**src/rtl/checker_mem_loader.sv**
```systemverilog
// Wishbone initiator that packs a byte stream little-endian into 32-bit words and
// writes them into the checker program memory, with optional read-back compare.
module checker_mem_loader #(
  parameter int unsigned ADR_W   = 15,
  parameter int unsigned TIMEOUT = 255
) (
  input  logic             sys_clk,
  input  logic             sys_rst,
  input  logic             start,
  input  logic             verify,
  input  logic [ADR_W-1:0] base_adr,
  input  logic [15:0]      len,
  input  logic [7:0]       s_dat,
  input  logic             s_valid,
  output logic             s_ready,
  output logic             busy,
  output logic             done,
  output logic             err,
  output logic             timeout,
  output logic [ADR_W-1:0] err_adr,
  output logic [31:0]      wb_adr_o,
  output logic [31:0]      wb_dat_o,
  input  logic [31:0]      wb_dat_i,
  output logic [3:0]       wb_sel_o,
  output logic             wb_cyc_o,
  output logic             wb_stb_o,
  output logic             wb_we_o,
  input  logic             wb_ack_i
);

  localparam int unsigned WA_W  = ADR_W - 2;
  localparam int unsigned TMR_W = $clog2(TIMEOUT + 1);

  typedef enum logic [2:0] {S_IDLE, S_FILL, S_WRITE, S_READ, S_DONE} state_t;

  state_t           r_state, w_state_n;
  logic [WA_W-1:0]  r_wadr, w_wadr_n;
  logic [15:0]      r_cnt, w_cnt_n;
  logic [1:0]       r_lane, w_lane_n;
  logic [31:0]      r_pack, w_pack_n;
  logic [3:0]       r_sel, w_sel_n;
  logic             r_verify, w_verify_n;
  logic [TMR_W-1:0] r_tmr, w_tmr_n;
  logic             r_cyc, w_cyc_n;
  logic             r_stb, w_stb_n;
  logic             r_we, w_we_n;
  logic             r_sready, w_sready_n;
  logic             r_busy, w_busy_n;
  logic             r_done, w_done_n;
  logic             r_err, w_err_n;
  logic             r_tout, w_tout_n;
  logic [ADR_W-1:0] r_err_adr, w_err_adr_n;
  logic [31:0]      w_mask;
  logic             w_mism;

  assign w_mask = {{8{r_sel[3]}}, {8{r_sel[2]}}, {8{r_sel[1]}}, {8{r_sel[0]}}};
  assign w_mism = ((wb_dat_i ^ r_pack) & w_mask) != 32'd0;

  // State and output registers
  always_ff @(posedge sys_clk) begin
    if (!sys_rst) begin
      r_state   <= S_IDLE;
      r_wadr    <= '0;
      r_cnt     <= '0;
      r_lane    <= '0;
      r_pack    <= '0;
      r_sel     <= '0;
      r_verify  <= 1'b0;
      r_tmr     <= '0;
      r_cyc     <= 1'b0;
      r_stb     <= 1'b0;
      r_we      <= 1'b0;
      r_sready  <= 1'b0;
      r_busy    <= 1'b0;
      r_done    <= 1'b0;
      r_err     <= 1'b0;
      r_tout    <= 1'b0;
      r_err_adr <= '0;
    end else begin
      r_state   <= w_state_n;
      r_wadr    <= w_wadr_n;
      r_cnt     <= w_cnt_n;
      r_lane    <= w_lane_n;
      r_pack    <= w_pack_n;
      r_sel     <= w_sel_n;
      r_verify  <= w_verify_n;
      r_tmr     <= w_tmr_n;
      r_cyc     <= w_cyc_n;
      r_stb     <= w_stb_n;
      r_we      <= w_we_n;
      r_sready  <= w_sready_n;
      r_busy    <= w_busy_n;
      r_done    <= w_done_n;
      r_err     <= w_err_n;
      r_tout    <= w_tout_n;
      r_err_adr <= w_err_adr_n;
    end
  end

  // Next-state and next-output logic
  always_comb begin
    w_state_n   = r_state;
    w_wadr_n    = r_wadr;
    w_cnt_n     = r_cnt;
    w_lane_n    = r_lane;
    w_pack_n    = r_pack;
    w_sel_n     = r_sel;
    w_verify_n  = r_verify;
    w_tmr_n     = r_tmr;
    w_cyc_n     = r_cyc;
    w_stb_n     = r_stb;
    w_we_n      = r_we;
    w_sready_n  = r_sready;
    w_busy_n    = r_busy;
    w_done_n    = 1'b0;
    w_err_n     = r_err;
    w_tout_n    = r_tout;
    w_err_adr_n = r_err_adr;

    unique case (r_state)
      S_IDLE: begin
        if (start) begin
          w_wadr_n    = base_adr[ADR_W-1:2];
          w_cnt_n     = len;
          w_verify_n  = verify;
          w_lane_n    = base_adr[1:0];
          w_pack_n    = '0;
          w_sel_n     = '0;
          w_err_n     = 1'b0;
          w_tout_n    = 1'b0;
          w_err_adr_n = '0;
          if (len == 16'd0) begin
            w_state_n = S_DONE;
            w_done_n  = 1'b1;
          end else begin
            w_state_n  = S_FILL;
            w_sready_n = 1'b1;
            w_busy_n   = 1'b1;
          end
        end
      end

      S_FILL: begin
        if (s_valid && r_sready) begin
          w_pack_n[{r_lane, 3'b000} +: 8] = s_dat;
          w_sel_n[r_lane]                 = 1'b1;
          w_cnt_n                         = r_cnt - 16'd1;
          if (r_lane == 2'd3 || r_cnt == 16'd1) begin
            w_state_n  = S_WRITE;
            w_sready_n = 1'b0;
            w_cyc_n    = 1'b1;
            w_stb_n    = 1'b1;
            w_we_n     = 1'b1;
            w_tmr_n    = '0;
          end else begin
            w_lane_n = r_lane + 2'd1;
          end
        end
      end

      S_WRITE, S_READ: begin
        if (!r_stb) begin
          // Read strobe starts one cycle after the write ack to leave an idle bus cycle
          w_cyc_n = 1'b1;
          w_stb_n = 1'b1;
          w_tmr_n = '0;
        end else if (wb_ack_i) begin
          w_cyc_n = 1'b0;
          w_stb_n = 1'b0;
          w_we_n  = 1'b0;
          if (r_state == S_READ && w_mism) begin
            w_err_n = 1'b1;
            if (!r_err && !r_tout) w_err_adr_n = {r_wadr, 2'b00};
          end
          if (r_state == S_WRITE && r_verify) begin
            w_state_n = S_READ;
          end else if (r_cnt != 16'd0) begin
            w_state_n  = S_FILL;
            w_wadr_n   = r_wadr + WA_W'(1);
            w_lane_n   = '0;
            w_sel_n    = '0;
            w_pack_n   = '0;
            w_sready_n = 1'b1;
          end else begin
            w_state_n = S_DONE;
            w_done_n  = 1'b1;
            w_busy_n  = 1'b0;
          end
        end else if (r_tmr == TMR_W'(TIMEOUT - 1)) begin
          w_cyc_n   = 1'b0;
          w_stb_n   = 1'b0;
          w_we_n    = 1'b0;
          w_tout_n  = 1'b1;
          if (!r_err && !r_tout) w_err_adr_n = {r_wadr, 2'b00};
          w_state_n = S_DONE;
          w_done_n  = 1'b1;
          w_busy_n  = 1'b0;
        end else begin
          w_tmr_n = r_tmr + TMR_W'(1);
        end
      end

      S_DONE: begin
        w_state_n = S_IDLE;
        w_busy_n  = 1'b0;
      end

      default: w_state_n = S_IDLE;
    endcase
  end

  assign s_ready  = r_sready;
  assign busy     = r_busy;
  assign done     = r_done;
  assign err      = r_err;
  assign timeout  = r_tout;
  assign err_adr  = r_err_adr;
  assign wb_adr_o = {{(32 - ADR_W){1'b0}}, r_wadr, 2'b00};
  assign wb_dat_o = r_pack;
  assign wb_sel_o = r_sel;
  assign wb_cyc_o = r_cyc;
  assign wb_stb_o = r_stb;
  assign wb_we_o  = r_we;

endmodule

```
**config.mk**
```make
export PLATFORM = sky130hd
export DESIGN_NAME = checker_mem_loader
export DESIGN_NICKNAME = d
export VERILOG_FILES = /design/src/rtl/checker_mem_loader.sv
export SDC_FILE = /design/constraint.sdc
export NUM_CORES = 1
export LEC_CHECK = 0
export ABC_CLOCK_PERIOD_IN_PS = 4000
export CAP_MARGIN = 15
export CORE_ASPECT_RATIO = 0.6
export CORE_MARGIN = 2
export CORE_UTILIZATION = 42
export DETAILED_ROUTE_END_ITERATION = 16
export GPL_ROUTABILITY_DRIVEN = 0
export PLACE_DENSITY = 0.85
export SYNTH_ARGS = -nofsm -noshare
export SYNTH_HDL_FRONTEND = slang
export SYNTH_SLANG_ARGS = --single-unit
```
**constraint.sdc**
```tcl
create_clock -name sys_clk -period 4 [get_ports sys_clk]
set_input_delay 0.8 -clock sys_clk [delete_from_list [all_inputs] [get_ports sys_clk]]
set_output_delay 0.8 -clock sys_clk [all_outputs]
set_load 0.01 [all_outputs]
```
# Word level (Yosys, flattened, before mapping)
# Cells that the tools add are included.
[totals] inputBits=77 output_inout_bits=91 reg_bits=102
[op_classes] n_shift=2 mux=100 n_bitwise=3 reduce_logical=33 eq_ne=26 addsub=5 order_cmp=2
[op_table] operator="$mux W32" n=6
[op_table] operator="$pmux W32 S3" n=1
[op_table] operator="$mux W15" n=6
[op_table] operator="$mux W13" n=5
[op_table] operator="$mux W8" n=5
[op_table] operator="$mux W1" n=36
[op_table] operator="$and A32 B32 Y32" n=1
[op_table] operator="$bwmux W32" n=1
[op_table] operator="$mux W16" n=2
[op_table] operator="$pmux W16 S2" n=1
[op_table] operator="$reduce_bool A32 Y1" n=1
[op_table] operator="$shift A8 B7 Y32 const A" n=1
[op_table] operator="$shiftx A8 B7 Y32" n=1
[op_table] operator="$xor A32 B32 Y32" n=1
[op_table] operator="$pmux W15 S2" n=1
[op_table] operator="$reduce_and A5 Y1" n=6
[op_table] operator="$mux W3" n=9
[op_table] operator="$pmux W13 S2" n=1
[op_table] operator="$mux W4" n=6
[op_table] operator="$ne A2 B2 Y1 const B" n=12
[op_table] operator="$ne A3 B3 Y1 const B" n=6
[op_table] operator="$eq A16 B1 Y1 const B" n=1
[op_table] operator="$logic_not A16 Y1" n=1
[op_table] operator="$pmux W8 S2" n=1
[op_table] operator="36 further kinds" n=59

# Longest topological paths before layout
[depth] depth_word=8 depth_mapped=9

# Worst setup path after synthesis
# OpenSTA, ideal clock, no wires.
[synth_timing] path_type="input to register" start="in wb_ack_i" end="reg r_err_adr[10] (netlist: err_adr[10])" setup_time_ns=0.070 t_required_ns=3.930 slack_ns=1.756 arrival_time_ns=2.174 path_buffers=2 cell_stages=8 cell_sequence="clkbuf_1 nor3b_1 o21ai_0 o21ai_1 nor3_1 a211oi_2 buf_4 o2bb2ai_1"
[synth_between] elab_chain_len=3 word_cells_on_any_way=6 classes_between="2 x eq/ne; 3 x mux; 1 x reduce/logical"
[synth_lines] item="start, declared" line_no="28" source="input logic wb_ack_i"
[synth_lines] item="$mux W15" line_no="167" source="end else if (wb_ack_i) begin"
[synth_lines] item="$mux W15" line_no="162" source="if (!r_stb) begin"
[synth_lines] item="$pmux W15 S2" line_no="120" source="unique case (r_state)"
[synth_lines] item="end signal, assigned" line_no="96" source="r_err_adr <= w_err_adr_n;"
[synth_lines] item="end, declared" line_no="52" source="logic [ADR_W-1:0] r_err_adr, w_err_adr_n;"
# Several ways; a longest one is shown, not always the timed one. The select of a mux whose other input is x is not followed.
# A chain may end at the register's enable or synchronous reset.

# Worst setup path in the final report
[layout_timing] start="in wb_ack_i" end="reg r_err_adr[14] (netlist: err_adr[14])"
# The elaborated chain is that of the path after synthesis.

==> results.sh <==
export IMPL_ctsHoldBuffers=0
export IMPL_finalClockSkew_ps=10.3
export IMPL_cts_root_buf="clkbuf_16"
export IMPL_critPathKind="in2reg"
export IMPL_critPathCaptureType="flop"
export IMPL_htreeDepth=3
export IMPL_ctsResizeCount=0
export IMPL_hp_class="reg2reg"
export IMPL_cts_tree="built"
export IMPL_row_count=32
export IMPL_outcome="finished, final reports clean"
export IMPL_crit_buf_inv=1
export IMPL_setup_viol=0
export IMPL_ant_nets=0
export IMPL_tns_ps=0
export IMPL_synthArstFlopShare_pct=0
export IMPL_min_period_ps=2940
export IMPL_crit_slowest_cell="a21oi_1"
export IMPL_critPathMaxStageDelay_ps=820
export IMPL_cts_clk_slew_worst_paths_ps=70
export IMPL_die_h_um=92.9
export IMPL_drt_initial_drc_count=496
export IMPL_first_pass_iters=6
export IMPL_wire_per_inst_um=16.5
export IMPL_synth_cell_type_count=76
export IMPL_routed_wl_um=16300
export IMPL_ys_top_cells_by_area="dfxtp_1 36%, nand2_1 7.5%, xnor2_1 5.2%"
export IMPL_peakVddDrop_mv=0.322
export IMPL_worst_pin_slew_ps=1030
export IMPL_synth_warnings=0
export IMPL_grt_use_total_pct=22.8
export IMPL_cts_max_path_buffers=2
export IMPL_clkLatencyLatePin_ps=350
export IMPL_synth_top_area_cell="dfxtp_1"
export IMPL_grt_pass1_vias=4976
export IMPL_crit_required_ps=4210
export IMPL_syn_area_um2=5530
export IMPL_start_util_pct=43.0
export IMPL_synth_seq_area_share_pct=36.2
export IMPL_r2r_cells=5
export IMPL_finalMaxSlewViolations=0
export IMPL_drc=0
export IMPL_cts_sinks=100
export IMPL_antenna_found_initial=0
export IMPL_path_cells="clkdlybuf4s50_1 -> nor3b_1 -> o21ai_0 -> o21ai_1 -> nor3_1 -> a21oi_1 -> o2bb2ai_1"
export IMPL_cp_num_cells=7
export IMPL_post_drt_via_cell_ratio=5.59
export IMPL_nFillCells=1150
export IMPL_cts_buffers=9
export IMPL_synth_ff_type="dfxtp_1"
export IMPL_nets=897
export IMPL_coreArea_um2=12900
export IMPL_synth_edf_count=0
export IMPL_power_leakage_uw=0.00256
export IMPL_total_power_uw=4390
export IMPL_routed_via_count=5513
export IMPL_synth_top_area_share_pct=36.2
export IMPL_overflow=0
export IMPL_diodes=0
export IMPL_final_hold_violation_count=0
export IMPL_fin_crit_sh_pct=73.5
export IMPL_grt_max_degree=41
export IMPL_synthCells=683
export IMPL_r2r_slack_ps=1140
export IMPL_rsz0062_at_grt="false"
export IMPL_area_delta_synth_final_pct=32.1
export IMPL_crit_family="compound AO/OA/AOI/OAI gates"
export IMPL_die_area_um2=14100
export IMPL_ys_seq_elements=100
export IMPL_start_kind="input pin"
export IMPL_cp_data_arrival_time_ps=3150
export IMPL_maxCapViolations=0
export IMPL_hold_depth=2
export IMPL_p_per_area_nw_per_um2=601
export IMPL_io_pins=168
export IMPL_cp_max_fo=13
export IMPL_avgSynthCellArea_um2=8.09
export IMPL_grt_pass1_wl_um=26100
export IMPL_fmax_ghz=0.340
export IMPL_max_slew_margin_pct=31.3
export IMPL_hpwlAfterDp_um=12000
export IMPL_drive_above_1_share_pct=6.37
export IMPL_portBuffers=146
export IMPL_postCtsSetupBuffers=0
export IMPL_die_x_um=152
## logic make-up (layout without fill, tap and decap cells)
group,after synthesis,after routing,share of synthesized area (%)
AND/OR/NAND/NOR,287,287,26.0
multiplexers,13,13,2.35
other,1,21,0.0678
adder cells (fa/ha/maj),9,9,2.04
flip-flops,100,100,36.2
XOR/XNOR,38,38,6.02
buffers and inverters,65,178,6.41
AO/OA/AOI/OAI,170,170,20.9
## state kept, by name, summed over array words and instances (netlist names)
name,count
done,1
wb_stb_o,1
r_lane,2
r_tmr,8
r_wadr,13
wb_cyc_o,1
r_state,3
err_adr,13
s_ready,1
r_cnt,16
err,1
r_verify,1
wb_sel_o,4
timeout,1
wb_we_o,1
wb_dat_o,32
busy,1
## synth_stat cells, types with 7 or more instances
library cell,number
buf_2,7
dfxtp_1,100
o2bb2ai_1,13
mux2i_1,13
nand3_1,29
a22o_1,9
nor2_1,57
ha_1,9
xnor2_1,33
nand4_1,18
a21oi_1,38
buf_4,23
o21ai_0,28
nor4_1,9
nor2b_1,7
nand2_1,110
o21ai_1,17
a31oi_1,11
nor3_1,16
clkbuf_1,22
## layout make-up
class	count	area, um2	area share [%]
clock buffers	10	239	3.27
clock inverters	6	53.8	0.737
multi-input cells	538	3250	44.5
well taps	170	213	2.91
repair buffers	155	1520	20.9
inverters	7	26.3	0.360
flip-flops and latches	100	2000	27.4
## layout by cell type, fill, tap and decap left out, drive strengths merged, types with 3 or more instances in the layout
cell type | Yosys | routed
o21ai | 47 | 47
nand3b | 3 | 3
a31oi | 11 | 11
xor2 | 5 | 5
inv | 6 | 9
clkbuf | 22 | 10
o22ai | 6 | 6
nand2 | 111 | 111
a22o | 9 | 9
nor2 | 58 | 58
a211oi | 7 | 7
nor3 | 17 | 17
or3 | 3 | 3
conb | 1 | 21
o211ai | 3 | 3
o31ai | 6 | 6
nor4 | 11 | 11
and3 | 6 | 6
xnor2 | 33 | 33
a21oi | 42 | 42
clkdlybuf4s50 | 0 | 145
clkinv | 1 | 3
o2bb2ai | 13 | 13
nor4b | 3 | 3
a22oi | 4 | 4
ha | 9 | 9
dfxtp | 100 | 100
nand4 | 19 | 19
nand3 | 30 | 30
buf | 36 | 10
mux2i | 13 | 13
nor2b | 7 | 7
o32ai | 4 | 4
nor3b | 4 | 4
and2 | 4 | 4
## per-stage QoR
step	utilization (%)	instance area [um2]	worst slack (ps)	std cells	hold WS, ps
after floorplan	-	5600	1760	703	454
after global placement	54.6	7010	804	970	450
after detailed placement	54.6	7010	676	970	452
after CTS	56.8	7300	1040	986	468
after global routing	56.8	7300	830	986	476
final	56.8	7300	1060	986	471
## tightest hold or removal path: stages, from the launching register on
cell and delay [ps]:
dfxtp_1 320, nand2_1 50, a21oi_1 50
## path summary, 6_finish.rpt
check	start	endpoint
max	wb_ack_i	err_adr[14]
min reg2reg	wb_cyc_o	wb_cyc_o
max reg2reg	r_state[2]	done
min	wb_cyc_o	wb_cyc_o
## metal layers
layer,GRT usage [%],wire (um),vias up
met5,0,0,-
met3,7.39,1540,23
met4,5.30,216,0
met2,32.3,6620,283
li1,-,-,2670
met1,33.2,7900,2537
## power breakdown
group / internal, uW / total [uW] / switching (uW)
Clock: 450 / 861 / 411
Sequential: 1170 / 1430 / 257
Combinational: 839 / 2100 / 1260
Power figures use the tool's default switching activity.
